<file path="config.mk">
export PLATFORM = sky130hd
export DESIGN_NAME = mc_controller
export DESIGN_NICKNAME = d
export VERILOG_FILES = /design/src/rtl/mc_pkg.sv /design/src/rtl/mc_outdec.sv /design/src/rtl/mc_controller.sv
export SDC_FILE = /design/constraint.sdc
export NUM_CORES = 1
export LEC_CHECK = 0
export ABC_AREA = 0
export CAP_MARGIN = 25
export CORE_UTILIZATION = 45
export DETAILED_ROUTE_END_ITERATION = 8
export GPL_TIMING_DRIVEN = 0
export HOLD_SLACK_MARGIN = 0.08
export MAX_ROUTING_LAYER = met4
export PLACE_DENSITY = 0.78
export SETUP_SLACK_MARGIN = 0.05
export SLEW_MARGIN = 20
export SYNTH_ARGS = -nofsm -noshare
export SYNTH_HDL_FRONTEND = slang
export SYNTH_HIERARCHICAL = 1
export SYNTH_SLANG_ARGS = --single-unit
export TNS_END_PERCENT = 1
</file>
<file path="constraint.sdc">
create_clock -name clk -period 7.5 [get_ports clk]
set_input_delay 1.125 -clock clk [delete_from_list [all_inputs] [get_ports clk]]
set_output_delay 1.125 -clock clk [all_outputs]
set_load 0.01 [all_outputs]
</file>
<file path="src/rtl/mc_pkg.sv">
// Shared types and constants for the multicycle sequencing controller:
// state encoding, opcodes, ALU codes and datapath mux selects.
package mc_pkg;

    typedef enum logic [3:0] {
        S_FETCH   = 4'd0,
        S_DECODE  = 4'd1,
        S_MEMADR  = 4'd2,
        S_MEMRD   = 4'd3,
        S_MEMWR   = 4'd4,
        S_MEMWB   = 4'd5,
        S_EXECUTE = 4'd6,
        S_ALUWB   = 4'd7,
        S_ADDIEX  = 4'd8,
        S_ADDIWB  = 4'd9,
        S_BRANCH  = 4'd10,
        S_JUMP    = 4'd11,
        S_ILLEGAL = 4'd12
    } mc_state_t;

    localparam logic [2:0] OP_RTYPE = 3'b000;
    localparam logic [2:0] OP_LW    = 3'b001;
    localparam logic [2:0] OP_SW    = 3'b010;
    localparam logic [2:0] OP_BEQ   = 3'b011;
    localparam logic [2:0] OP_ADDI  = 3'b100;
    localparam logic [2:0] OP_J     = 3'b101;

    localparam logic [3:0] ALU_ADD = 4'h0;
    localparam logic [3:0] ALU_SUB = 4'h1;

    localparam logic [1:0] SRCB_REG = 2'b00;
    localparam logic [1:0] SRCB_ONE = 2'b01;
    localparam logic [1:0] SRCB_IMM = 2'b10;

    localparam logic [1:0] PC_ALU    = 2'b00;
    localparam logic [1:0] PC_ALUOUT = 2'b01;
    localparam logic [1:0] PC_JUMP   = 2'b10;

endpackage

</file>
<file path="src/rtl/mc_outdec.sv">
// Combinational state-to-control-word decoder for mc_controller.
// With MC_CONTROLLER_ILLEGAL_TRAP_EN defined, also drives the illegal flag.
import mc_pkg::*;

module mc_outdec (
    input  logic [3:0] state,
    input  logic [3:0] funct,
    input  logic       mem_ready,
    output logic       mem_req,
    output logic       iord,
    output logic       memwrite,
    output logic       irwrite,
    output logic       regdst,
    output logic       memtoreg,
    output logic       regwrite,
    output logic       alusrca,
    output logic [1:0] alusrcb,
    output logic [1:0] pcsrc,
    output logic       pcwrite,
    output logic       branch,
`ifdef MC_CONTROLLER_ILLEGAL_TRAP_EN
    output logic       illegal,
`endif
    output logic [3:0] alucontrol
);

    always_comb begin
        mem_req    = 1'b0;
        iord       = 1'b0;
        memwrite   = 1'b0;
        irwrite    = 1'b0;
        regdst     = 1'b0;
        memtoreg   = 1'b0;
        regwrite   = 1'b0;
        alusrca    = 1'b0;
        alusrcb    = SRCB_REG;
        pcsrc      = PC_ALU;
        pcwrite    = 1'b0;
        branch     = 1'b0;
        alucontrol = ALU_ADD;
`ifdef MC_CONTROLLER_ILLEGAL_TRAP_EN
        illegal    = 1'b0;
`endif
        case (mc_state_t'(state))
            S_FETCH: begin
                // PC+1 and IR load only commit once memory has returned the word
                mem_req = 1'b1;
                alusrcb = SRCB_ONE;
                irwrite = mem_ready;
                pcwrite = mem_ready;
            end
            S_DECODE: begin
                alusrcb = SRCB_IMM;
            end
            S_MEMADR, S_ADDIEX: begin
                alusrca = 1'b1;
                alusrcb = SRCB_IMM;
            end
            S_MEMRD: begin
                mem_req = 1'b1;
                iord    = 1'b1;
            end
            S_MEMWR: begin
                mem_req  = 1'b1;
                iord     = 1'b1;
                memwrite = 1'b1;
            end
            S_MEMWB: begin
                regwrite = 1'b1;
                memtoreg = 1'b1;
            end
            S_EXECUTE: begin
                alusrca    = 1'b1;
                alucontrol = funct;
            end
            S_ALUWB: begin
                regwrite = 1'b1;
                regdst   = 1'b1;
            end
            S_ADDIWB: begin
                regwrite = 1'b1;
            end
            S_BRANCH: begin
                alusrca    = 1'b1;
                alucontrol = ALU_SUB;
                branch     = 1'b1;
                pcsrc      = PC_ALUOUT;
            end
            S_JUMP: begin
                pcwrite = 1'b1;
                pcsrc   = PC_JUMP;
            end
            S_ILLEGAL: begin
`ifdef MC_CONTROLLER_ILLEGAL_TRAP_EN
                illegal = 1'b1;
`endif
            end
            default: ;
        endcase
    end

endmodule

</file>
<file path="src/rtl/mc_controller.sv">
// Multicycle Moore sequencing controller for the 16-bit MIPS-style CPU.
// MC_CONTROLLER_ILLEGAL_TRAP_EN makes opcodes 110/111 trap until reset.
//
// state     | meaning
// FETCH     | read instruction at PC, PC <= PC+1 on mem_ready
// DECODE    | register read, branch target into ALUOut
// MEMADR    | lw/sw address = A + signext imm
// MEMRD     | load read, wait for mem_ready
// MEMWR     | store write, wait for mem_ready
// MEMWB     | rt <= MDR
// EXECUTE   | R-type ALU op from funct
// ALUWB     | rd <= ALUOut
// ADDIEX    | A + signext imm
// ADDIWB    | rt <= ALUOut
// BRANCH    | compare A-B, PC <= ALUOut if zero
// JUMP      | PC <= jump target
// ILLEGAL   | undefined opcode: NOP, or terminal trap
import mc_pkg::*;

module mc_controller #(
    parameter int n = 16
) (
    input  logic         clk,
    input  logic         reset,
    input  logic [2:0]   op,
    input  logic [3:0]   funct,
    input  logic         zero,
    input  logic         mem_ready,
    output logic         mem_req,
    output logic         iord,
    output logic         memwrite,
    output logic         irwrite,
    output logic         regdst,
    output logic         memtoreg,
    output logic         regwrite,
    output logic         alusrca,
    output logic [1:0]   alusrcb,
    output logic [1:0]   pcsrc,
    output logic         pcen,
    output logic [3:0]   alucontrol,
`ifdef MC_CONTROLLER_ILLEGAL_TRAP_EN
    output logic         illegal,
`endif
    output logic [n-1:0] instret
);

    mc_state_t state_q;
    mc_state_t state_d;
    logic      retire;

    logic mem_req_raw;
    logic memwrite_raw;
    logic irwrite_raw;
    logic regwrite_raw;
    logic pcwrite;
    logic branch;
`ifdef MC_CONTROLLER_ILLEGAL_TRAP_EN
    logic illegal_raw;
`endif

    always_ff @(posedge clk) begin
        if (reset) begin
            state_q <= S_FETCH;
        end else begin
            state_q <= state_d;
        end
    end

    always_comb begin
        state_d = state_q;
        case (state_q)
            S_FETCH:   state_d = mem_ready ? S_DECODE : S_FETCH;
            S_DECODE: begin
                case (op)
                    OP_RTYPE:     state_d = S_EXECUTE;
                    OP_LW, OP_SW: state_d = S_MEMADR;
                    OP_BEQ:       state_d = S_BRANCH;
                    OP_ADDI:      state_d = S_ADDIEX;
                    OP_J:         state_d = S_JUMP;
                    default:      state_d = S_ILLEGAL;
                endcase
            end
            S_MEMADR:  state_d = (op == OP_LW) ? S_MEMRD : S_MEMWR;
            S_MEMRD:   state_d = mem_ready ? S_MEMWB : S_MEMRD;
            S_MEMWR:   state_d = mem_ready ? S_FETCH : S_MEMWR;
            S_EXECUTE: state_d = S_ALUWB;
            S_ADDIEX:  state_d = S_ADDIWB;
            S_MEMWB, S_ALUWB, S_ADDIWB, S_BRANCH, S_JUMP: state_d = S_FETCH;
`ifdef MC_CONTROLLER_ILLEGAL_TRAP_EN
            S_ILLEGAL: state_d = S_ILLEGAL;
`else
            S_ILLEGAL: state_d = S_FETCH;
`endif
            default:   state_d = S_FETCH;
        endcase
    end

    // An instruction retires on the edge that brings the FSM back to FETCH
    assign retire = (state_q != S_FETCH) && (state_d == S_FETCH);

    always_ff @(posedge clk) begin
        if (reset) begin
            instret <= '0;
        end else if (retire) begin
            instret <= instret + {{(n-1){1'b0}}, 1'b1};
        end
    end

    mc_outdec u_outdec (
        .state      (state_q),
        .funct      (funct),
        .mem_ready  (mem_ready),
        .mem_req    (mem_req_raw),
        .iord       (iord),
        .memwrite   (memwrite_raw),
        .irwrite    (irwrite_raw),
        .regdst     (regdst),
        .memtoreg   (memtoreg),
        .regwrite   (regwrite_raw),
        .alusrca    (alusrca),
        .alusrcb    (alusrcb),
        .pcsrc      (pcsrc),
        .pcwrite    (pcwrite),
        .branch     (branch),
`ifdef MC_CONTROLLER_ILLEGAL_TRAP_EN
        .illegal    (illegal_raw),
`endif
        .alucontrol (alucontrol)
    );

    // Side-effecting strobes are squashed while reset is held, even mid-access
    assign mem_req  = mem_req_raw  & ~reset;
    assign memwrite = memwrite_raw & ~reset;
    assign irwrite  = irwrite_raw  & ~reset;
    assign regwrite = regwrite_raw & ~reset;
    assign pcen     = (pcwrite | (branch & zero)) & ~reset;
`ifdef MC_CONTROLLER_ILLEGAL_TRAP_EN
    assign illegal  = illegal_raw & ~reset;
`endif

endmodule

</file>
# Yosys cells after proc, flatten, opt, wreduce, memory -nomap -nowiden
# Index checks and enable logic that the tools add are counted.
[word_totals]
inputBits = 11
wordCells = 57
ff_bits = 20
output_inout_bits = 33
[op_classes]
mux = 19
bitwise_logic = 8
n_reduce_logical = 11
n_addsub = 1
n_eq_ne = 16
[ops]
columns = ["op", "n"]
rows = [
  ["4-bit one-hot mux with 7 select lines", 1],
  ["4-bit one-hot mux with 5 select lines", 1],
  ["16-bit by 1-bit adder with 16-bit output (second input constant)", 1],
  ["4-bit by 3-bit == test with 1-bit output (second input constant)", 4],
  ["4-bit == test (second input constant)", 4],
  ["1-bit two-way mux", 10],
  ["3-bit two-way mux", 3],
  ["3-bit OR reduction", 3],
  ["4-bit by 2-bit == test with 1-bit output (second input constant)", 2],
  ["4-bit logical NOT", 2],
  ["2-bit one-hot mux with 2 select lines", 2],
  ["4-bit one-hot mux with 2 select lines", 1],
  ["1-bit AND", 6],
  ["3-bit by 2-bit == test with 1-bit output (second input constant)", 2],
  ["3-bit == test (second input constant)", 2],
  ["4-bit by 1-bit == test with 1-bit output (second input constant)", 1],
  ["4-bit nonzero test", 1],
  ["2-bit OR reduction", 2],
  ["4-bit OR reduction", 1],
  ["3-bit by 1-bit == test with 1-bit output (second input constant)", 1],
  ["3-bit logical NOT", 1],
  ["1-bit one-hot mux with 2 select lines", 1],
  ["1-bit logical AND", 1],
  ["1-bit NOT", 1],
  ["1-bit bitwise OR", 1],
]

# Longest topological paths before layout
# Gate-level depths: netlist (run 1).
[depth]
word_depth = 6
depth_mapped = 10

# By module
# Netlist (run 1), hierarchy kept.
[by_module_without_submodules]
columns = ["module", "instances", "area_per_inst_um2", "cells_each"]
rows = [
  ["mc_controller", 1, 1149.9, 139],
  ["mc_outdec", 1, 242.7, 39],
]

# Least setup slack after synthesis (run 1)
# OpenSTA, ideal clock, no wires.
[synth_path]
kind = "input-to-reg"
startpoint = "input op[2]"
endpoint = "register instret[8]"
path_buffers = 2
arrival_ns = 3.031
path_stages = 8
setup_time_ns = 0.070
required_ns = 7.430
setup_slack_ns = 4.398
cell_sequence = "or4b_1 -> o211ai_2 -> nand3_2 -> or3_1 -> buf_2 -> buf_6 -> or4_1 -> a21oi_1"
[synth_between]
elab_chain_len = 6
[synth_lines]
columns = ["element", "line", "text"]
rows = [
  ["start, declared", "mc_controller.sv:25", "input logic [2:0] op,"],
  ["3-bit by 1-bit == test with 1-bit output or 3-bit by 2-bit == test with 1-bit output (tied branches)", "mc_controller.sv:74, mc_controller.sv:83", ""],
  ["2-bit OR reduction", "mc_controller.sv:74", "case (op)"],
  ["4-bit one-hot mux with 5 select lines", "mc_controller.sv:74", ""],
  ["4-bit one-hot mux with 7 select lines (*)", "mc_controller.sv:71", "case (state_q)"],
  ["4-bit logical NOT (*)", "mc_controller.sv:99", "assign retire = (state_q != S_FETCH) && (state_d == S_FETCH);"],
  ["1-bit logical AND (*)", "mc_controller.sv:99", ""],
  ["end signal, assigned", "mc_controller.sv:105", "instret <= instret + {{(n-1){1'b0}}, 1'b1};"],
  ["end, declared", "mc_controller.sv:44", "output logic [n-1:0] instret"],
]
# Mark *: on every way between the ends. The rest lies on a longest branch, timed or not.
# A chain may end at the register's enable or synchronous reset.

# Worst setup path after layout (run 1)
[layout_path]
startpoint = "input mem_ready"
endpoint = "output pcen"
[layout_between]
elab_chain_len = 3
[layout_lines]
columns = ["element", "line", "text"]
rows = [
  ["start, declared", "mc_controller.sv:28", "input logic mem_ready,"],
  ["1-bit one-hot mux with 2 select lines", "mc_outdec.sv:44", "case (mc_state_t'(state))"],
  ["net pcwrite", "mc_controller.sv:55", "logic pcwrite;"],
  ["1-bit bitwise OR", "mc_controller.sv:136", "assign pcen = (pcwrite | (branch & zero)) & ~reset;"],
  ["1-bit AND", "mc_controller.sv:136", ""],
  ["end, declared", "mc_controller.sv:39", "output logic pcen,"],
]
# The timed path passes the listed nets, and every way through them passes these cells.

==> metrics.yaml, run 1 <==
ys_warn_count: 6
synthMuxAreaShare_pct: 2.25
hp-class: "reg2reg"
rows: 19
top_usage_layer: "met2"
path_class: "in2out"
initial_core_util_pct: 48.8
clock_skew_ns: 0.0109
grt_util_met3_pct: 4.24
min_period_ns: 4.11
setup-tns-final_ns: 0
mostFrequentLayoutCell: "clkdlybuf4s50_1"
worst_slew_pin_slew_ns: 0.509
syn_inst: 178
cellLeakagePower_nw: 0.637
synth-edff-count: 0
slew_headroom_pct: 65.6
synth_cell_type_count: 45
track_usage_pct: 22.6
detail_route.wl_per_cell_um: 13.3
reg2reg_slack_ns: 4.71
p_seq_share_pct: 39.2
root_buffer: "clkbuf_4"
crit_start: "mem_ready"
synth.avg_cell_area_sq_um: 7.82
cp-end-kind: "primary output"
drv_cap: 0
netlist_top_cells_area: "dfxtp_1 (29%), a21oi_1 (7.2%), buf_6 (4.0%)"
async_reset_ff_share_pct: 0
synth_adder_area_share_pct: 0.898
antenna_found_initial: 0
ctsHoldBuffers: 0
clk_latency_ns: 0.31
area_growth_pct: 37.5
die_y_um: 57.6
cts_max_level: 1
cp-endpoint: "pcen"
power_density_nw_per_um2: 151
clk_transition_reported_paths_ns: 0.11
drive_gt1_share_pct: 9.33
swShare_pct: 28.4
ys_seq_elements: 20
period_share_pct: 54.8
dp_cells: 252
vias: 1481
intPower_mw: 0.207
instances_no_fill: 256
dr.pass1.iters: 7
synth_ff_type: "dfxtp_1"
overflow: 0
final_cell_mix: "clkdlybuf4s50_1 (43), a21oi_1 (20), dfxtp_1 (20)"
hold_violations: 0
use_met1_pct: 28.4
post_cts_buffers: 0
cts_tree: "yes"
worstRegToRegCells: 10
clock-sinks: 20
routed_wl_um: 3420
slew_viol_final: 0
syn_nets: 190
drt-vias-per-instance: 5.79
dp_hpwl_um: 2540
ant_nets: 0
drtIter0Drc: 80
worst_slack_ns: 3.39
drc: 6
p_sw_mw: 0.0820
synth_compound_area_share_pct: 19.6
clk_path_buf_depth: 2
multiInputGateArea_sq_um: 866
arrival_ns: 2.99
synth-xor-area-share_pct: 2.52
fmax_mhz: 243
rsz0062_at_grt: "false"
diodes: 0
worstReg2RegStart: "state_q[3]"
status: "finished, violations left"
die_area_sq_um: 3320
yosys.area_share.simple_pct: 36.9
synth_top_family_by_area: "simple AND/OR/NAND/NOR gates"
ir_drop_uv: 117
core_area_sq_um: 2850
cts-buffers-inserted: 3
violations: "DRC"
yosys.area.top_type: "dfxtp_1"
ios: 44
p_comb_share_pct: 29.9
die_x_um: 57.6
met2_usage_pct: 39.0
worstPathMaxFanout: 6
rr_endpoint: "instret[12]"
grt_pass1_vias: 1316
place_ws_ns: 3.37
grt_pass1_wl_um: 5840
nNetsFinal: 238
p_clk_share_pct: 30.9
post_cts_resized: 0
post_synth_instance_area_sq_um: 1390
grt_max_degree: 13
ys_seq_area_share_pct: 28.8
setup_violations: 0
io_buffers: 43
holdWs_ns: 0.495
cp_data_required_time_ns: 6.38
place.gp.congestion: 0.846
register_area_sq_um: 400
fill_cells: 265
start_kind: "input port"
yosysTopAreaCellShare_pct: 28.8
==> power by group through the flow <==
stage / clock (mW) / combinational (mW) / sequential (mW)
floorplan: 0 / 0.0542 / 0.115
global placement: 0 / 0.0839 / 0.116
detailed placement: 0 / 0.0865 / 0.116
CTS: 0.0915 / 0.0868 / 0.113
global route: 0.0951 / 0.0953 / 0.114
finish: 0.0895 / 0.0866 / 0.113
==> stage by stage <==
| stage | utilization (%) | power [mW] | cell area (sq um) |
|---|---|---|---|
| final | 67.1 | 0.289 | 1910 |
| after global routing | 67.1 | 0.304 | 1910 |
| after CTS | 67.1 | 0.292 | 1910 |
| after detailed placement | 65.3 | 0.202 | 1860 |
| after global placement | 65.3 | 0.200 | 1860 |
| after floorplan | - | 0.170 | 1390 |
==> area by class of cell <==
class | count | area share (%)
clock inverters | 1 | 1.57
well taps | 31 | 2.03
flip-flops and latches | 20 | 20.9
plain buffers | 14 | 5.23
inverters | 7 | 1.37
multi-input cells | 137 | 45.2
repair buffers | 43 | 22.5
clock buffers | 3 | 1.18
==> cells by family (layout without fill, tap and decap cells) <==
| family | Yosys count | in the layout |
|---|---|---|
| buffers and inverters | 21 | 68 |
| xor gates and xnor gates | 4 | 4 |
| adders and majority gates | 1 | 1 |
| AOI/OAI and AO/OA | 43 | 43 |
| DFF | 20 | 20 |
| and+or+nand+nor | 86 | 86 |
| muxes | 3 | 3 |
==> sequential cells by signal (all words and copies together), names as in the netlist <==
register / count
instret: 16
state_q: 4
==> metal layers <==
layer  share of wire (%)  up-vias
li1                    -      746
met1                  48      687
met2                  46       46
met3                 5.8        2
met4                0.23        0
met5                   0        -
==> synthesized netlist by cell type (all sizes together) (4+ instances only) <==
cell type,number
nand3,9
nor3b,4
a21oi,20
nor2,15
nand2,7
or3,4
dfxtp,20
nor4,5
nor2b,9
buf,11
or4,7
o21ai,5
nand2b,5
o31ai,7
inv,7
==> critical path: stages <==
cell and delay (ns):
clkdlybuf4s50_1 0.56, or4b_1 0.47, a21oi_1 0.15, a21oi_1 0.05
nor2_1 0.08, clkdlybuf4s50_1 0.54
==> worst min path at each step <==
stage	from	endpoint	slack, ns	cells past startpoint
finish	instret[15]	instret[15]	0.49	2
floorplan	instret[15]	instret[15]	0.49	2
global route	instret[15]	instret[15]	0.53	2
CTS	instret[15]	instret[15]	0.50	2
global placement	instret[15]	instret[15]	0.47	2
detailed placement	instret[15]	instret[15]	0.48	2
Note: power is estimated with default switching activity, not from simulation.
==> inputs of run 2 (changes only) <==
--- a/config.mk
+++ b/config.mk
@@ -7,12 +7,12 @@
 export LEC_CHECK = 0
 export ABC_AREA = 0
 export CAP_MARGIN = 25
-export CORE_UTILIZATION = 45
+export CORE_UTILIZATION = 42
 export DETAILED_ROUTE_END_ITERATION = 8
 export GPL_TIMING_DRIVEN = 0
 export HOLD_SLACK_MARGIN = 0.08
 export MAX_ROUTING_LAYER = met4
-export PLACE_DENSITY = 0.78
+export PLACE_DENSITY = 0.76
 export SETUP_SLACK_MARGIN = 0.05
 export SLEW_MARGIN = 20
 export SYNTH_ARGS = -nofsm -noshare
==> constraint.sdc (replaced) <==
create_clock -name clk -period 3.52 [get_ports clk]
set_input_delay 0.528 -clock clk [delete_from_list [all_inputs] [get_ports clk]]
set_output_delay 0.528 -clock clk [all_outputs]
set_load 0.01 [all_outputs]
==> run 2 against run 1 <==
Against the previous run:
- the flow now finishes without violations
- global-route usage fell by 0.57 points
- clock power rose by 52%
- sequential power rose by 110%
- worst setup slack got worse by 2.9 ns
- routed wire length rose by 3.8%
- final area did not move
- non-clock buffer count did not move
- combinational power rose by 110%
- final cell count rose by 5.1%
- first-iteration DRC count fell by 8.8%
- count of clock-buffer cells in the layout rose by 1
- sequential share of layout area did not move
- critical path type is now in2reg
- largest power group unchanged
==> metrics.yaml, run 2 (synthesis gave the netlist of run 1 again) <==
status: "finished, final reports clean"
drv_cap: 0  # unchanged
p_clk_share_pct: 24.2  # -6.7 points
nNetsFinal: 238  # unchanged
die_area_sq_um: 3550  # +6.9%
drive_gt1_share_pct: 9.33  # unchanged
clk_transition_reported_paths_ns: 0.12  # about the same
reg_top3: "instret x16, state_q x4"
worst_slew_pin_slew_ns: 0.535  # +0.0254 ns
clock-sinks: 20  # unchanged
mostFrequentLayoutCell: "clkdlybuf4s50_1"
hp-class: "reg2reg"
initial_core_util_pct: 44.9  # -3.9 points
cts-buffers-inserted: 3  # unchanged
swShare_pct: 30.8  # +2.4 points
detail_route.wl_per_cell_um: 13.2  # -1.2%
die_x_um: 59.6  # +3.4%
min_period_ns: 3.00
setup_violations: 0  # unchanged
rows: 20  # +1
slew_viol_final: 0  # unchanged
grt_max_degree: 12  # -1
hold_violations: 0  # unchanged
post_cts_resized: 0  # unchanged
placed_cell_area_sq_um: 1880  # +0.87%
ios: 44  # unchanged
overflow: 0  # unchanged
path_class: "in2reg"
post_cts_buffers: 0  # unchanged
p_sw_mw: 0.173  # +110%
grt_pass1_wl_um: 5890  # +0.82%
dp_hpwl_um: 2590  # +2.0%
cp_data_required_time_ns: 3.70  # -2.68 ns
fmax_mhz: 333
drtIter0Drc: 73  # -8.8%
fin_util_pct: 61.7  # -5.4 points
drt-vias-per-instance: 5.53  # -4.4%
p_comb_share_pct: 32.8  # +2.9 points
p_seq_share_pct: 43.0  # +3.8 points
grt_pass1_vias: 1335  # +1.4%
clk_latency_ns: 0.30  # about the same
crit_chain: "clkdlybuf4s50_1 > mux2_2 > a211o_1 > or3_1 > buf_2 > buf_6 > clkbuf_1 > o31ai_1 > a21oi_1"
ant_nets: 0  # unchanged
cts_max_level: 1  # unchanged
fill_cells: 292  # +10%
io_buffers: 43  # unchanged
cellLeakagePower_nw: 0.630  # -1.1%
intPower_mw: 0.390  # +88%
vias: 1487  # +0.41%
track_usage_pct: 22.0  # -0.57 points
final_cell_mix: "clkdlybuf4s50_1 (43), a21oi_1 (20), dfxtp_1 (20)"
period_share_pct: 85.2
slowest_stage: "clkdlybuf4s50_1"
max_flop_register: "instret"
dr.pass1.iters: 4  # -3
final_cell_area_sq_um: 1910  # unchanged
root_buffer: "clkbuf_4"
rsz0062_at_grt: "false"
place.gp.congestion: 0.809  # -4.4%
drc: 0  # -6
routed_wl_um: 3550  # +3.8%
start_kind: "input port"
cts_tree: "yes"
p_total_mw: 0.563  # +94%
clk_path_buf_depth: 2  # unchanged
antenna_found_initial: 0  # unchanged
worstPathMaxFanout: 10  # +4
diodes: 0  # unchanged
core_area_sq_um: 3100  # +8.8%
area_growth_pct: 37.5  # unchanged
ctsHoldBuffers: 0  # unchanged
slew_headroom_pct: 64.4  # -1.3 points
power_density_nw_per_um2: 294  # +94%
largest_reg_flops: 16  # unchanged
arrival_ns: 3.18  # +0.19 ns
cp-end-kind: "register"
die_y_um: 59.6  # +3.4%
max_stage_delay_ns: 0.59  # +0.03 ns
clock_skew_ns: 0.00673  # -0.00421 ns
setup-tns-final_ns: 0  # unchanged
ir_drop_uv: 261  # +120%
==> run 2: changes by cell type in the layout (fill, tap and decap cells not counted), sizes merged <==
cell / delta
bufinv: -1
clkbuf: +1
==> run 2: power groups by stage <==
stage / logic, mW / clock network [mW] / registers, mW
CTS: 0.183 / 0.141 / 0.242
finish: 0.184 / 0.136 / 0.242
floorplan: 0.116 / 0 / 0.246
global route: 0.201 / 0.152 / 0.244
detailed placement: 0.183 / 0 / 0.247
global placement: 0.180 / 0 / 0.247
==> run 2: layout make-up <==
type	count	area [sq um]	share of cell area, %
Buffer	14	100	5.23
Timing Repair Buffer	43	430	22.5
Multi-Input combinational cell	137	866	45.2
Sequential cell	20	400	20.9
Tap cell	44	55.1	2.88
Inverter	7	26.3	1.37
Clock buffer	4	36.3	1.90
==> run 2: stage by stage <==
stage               instances  hold WS, ns  setup slack, ns
CTS                       269        0.511            0.549
finish                    269        0.508            0.521
floorplan                 178        0.490             1.02
detailed placement        265        0.491            0.210
global placement          265        0.469            0.271
global route              269        0.524            0.383
==> run 2: critical path: cells and delay by family <==
kind / cells / cell delay (ns)
buffers and inverters: 4 / 1.14
AO/OA/AOI/OAI: 3 / 0.76
multiplexers: 1 / 0.37
AND/OR/NAND/NOR: 1 / 0.37
==> run 2: final timing paths <==
path	from	depth (start not counted)	end	slack (ns)
setup / recovery	op[2]	9	instret[14]	0.52
hold / removal	instret[15]	2	instret[15]	0.51
setup reg to reg	state_q[3]	10	instret[14]	0.73
hold reg to reg	instret[15]	2	instret[15]	0.51
==> run 2: layer usage <==
layer	vias to the layer above	wire (um)	part of all wire (%)	GRT usage, %
li1	745	-	-	-
met1	701	1720	48	28.0
met2	39	1680	47	36.3
met3	2	128	3.6	4.80
met4	0	13	0.37	3.99
met5	-	0	0	-
==> RTL change, RTL diff (settings of run 2) <==
Make the reset (`reset`) asynchronous in 2 clocked blocks.
--- a/src/rtl/mc_controller.sv
+++ b/src/rtl/mc_controller.sv
@@ -60,3 +60,3 @@
 
-    always_ff @(posedge clk) begin
+    always_ff @(posedge clk or posedge reset) begin
         if (reset) begin
@@ -100,3 +100,3 @@
 
-    always_ff @(posedge clk) begin
+    always_ff @(posedge clk or posedge reset) begin
         if (reset) begin
Behaviour: differs if reset is asserted again (counterexample within 4 cycles, from zero or initial values and one cycle with reset high); with reset held inactive, the same outputs for 10 cycles.
==> RTL change against run 2 <==
Critical path depth down 3; sequential share of layout area up 3.4 points; synthesized area up 9.3%; largest cell class unchanged; non-clock buffer count down 4; clock skew up 0.0064 ns; sequential cell count unchanged; setup slack better by 0.11 ns; highest routed layer unchanged; routed wire length down 7.9%; register-to-register slack better by 0.79 ns; synthesized cell count down 9.0%; cell area up 7.7%.
Power is not compared: it rests on default switching activity, and its combinational part moved more than twofold at a synthesized area within 25%.
==> RTL change: results (changes against run 2) <==
[global_route]
use_met3 = 0.0331  ; -0.0149
grtUsageTotal = 0.184  ; -0.0362
grt_pass1_vias = 1279  ; -4.2%
grt_max_degree = 21  ; +9

[route]
totalWireLength_um = 3270  ; -7.9%
first_iter_violations = 55  ; -25%
num_vias = 1325  ; -11%
met2_length_um = 1560  ; -7.5%
wl_met1_um = 1570  ; -8.8%
met3_length_um = 136  ; +6.3%

[worst_setup_path]
r2r-end = instret[3]
critPathKind = input pin to output port
critPathLaunch = mem_ready
slowest_delay_ns = 0.55  ; -0.04 ns
worstPathMaxFanout = 5  ; -5
crit_arrival_ns = 2.37  ; -0.81 ns
endpoint = pcen
r2r_setup_slack_ns = 1.52  ; +0.79 ns
r2r-start = state_q[3]

[synth]
synth_cell_types = 44  ; -2.2%
avgSynthCellArea_sq_um = 9.39  ; +20%
synth_adder_area_share = 0.00822  ; -0.000761
synth_nets = 174  ; -8.4%
muxShareOfSynthArea = 0.00987  ; -0.0126
synth_common_cells = dfrtp_1, xor2_1, nor2_1
netlist_top_cells_area = dfrtp_1, nor4_2, xor2_1
synth_xor_area_frac = 0.0863  ; +0.0612

[place]
pre_cts_ws_ns = 0.625  ; +0.415 ns
post_dp_cell_area_sq_um = 2010  ; +7.0%
placed_cells = 251  ; -5.3%
gp_congestion = 0.833  ; +2.9%

[timing]
max_freq_ghz = 0.346  ; +3.7%
hold_slack_ns = 0.479  ; -0.0292 ns
clock_skew_ns = 0.0131  ; +0.00641 ns
relSlewSlack = 0.501  ; -0.142

[hold_path]
worstHoldEndpoint = instret[15]
min_from = instret[15]
holdPathStages = 1  ; -1

[cells_and_area]
drive_gt1_frac = 0.163  ; +0.0693

[run_status]
status = finished clean

[RTL change: cell types whose count changed in the layout (fill, tap and decap cells not counted), moves of 4 or more]
cell	delta
nor4_2	+9
xor2_1	+12
nand2b_1	+4
dfxtp_1	-20
dfrtp_1	+20
or4_1	-7
or3_1	-4
a21oi_1	-10
o31ai_1	-7
[RTL change: area by class of cell]
type / instances / area, sq um / area share
Clock buffer: 3 / 22.5 / 0.0109
Clock inverter: 1 / 30.0 / 0.0146
Timing Repair Buffer: 43 / 430 / 0.209
Inverter: 7 / 26.3 / 0.0127
Tap cell: 46 / 57.6 / 0.0279
Multi-Input combinational cell: 125 / 911 / 0.442
Sequential cell: 20 / 500 / 0.243
Buffer: 10 / 83.8 / 0.0407
[RTL change: where the power goes]
group,switching [W],internal (W),total (W)
clock,0.0000726,0.000115,0.000188
sequential,0.0000955,0.000296,0.000391
combinational,0.000489,0.000471,0.000960
total,0.000657,0.000882,0.00154
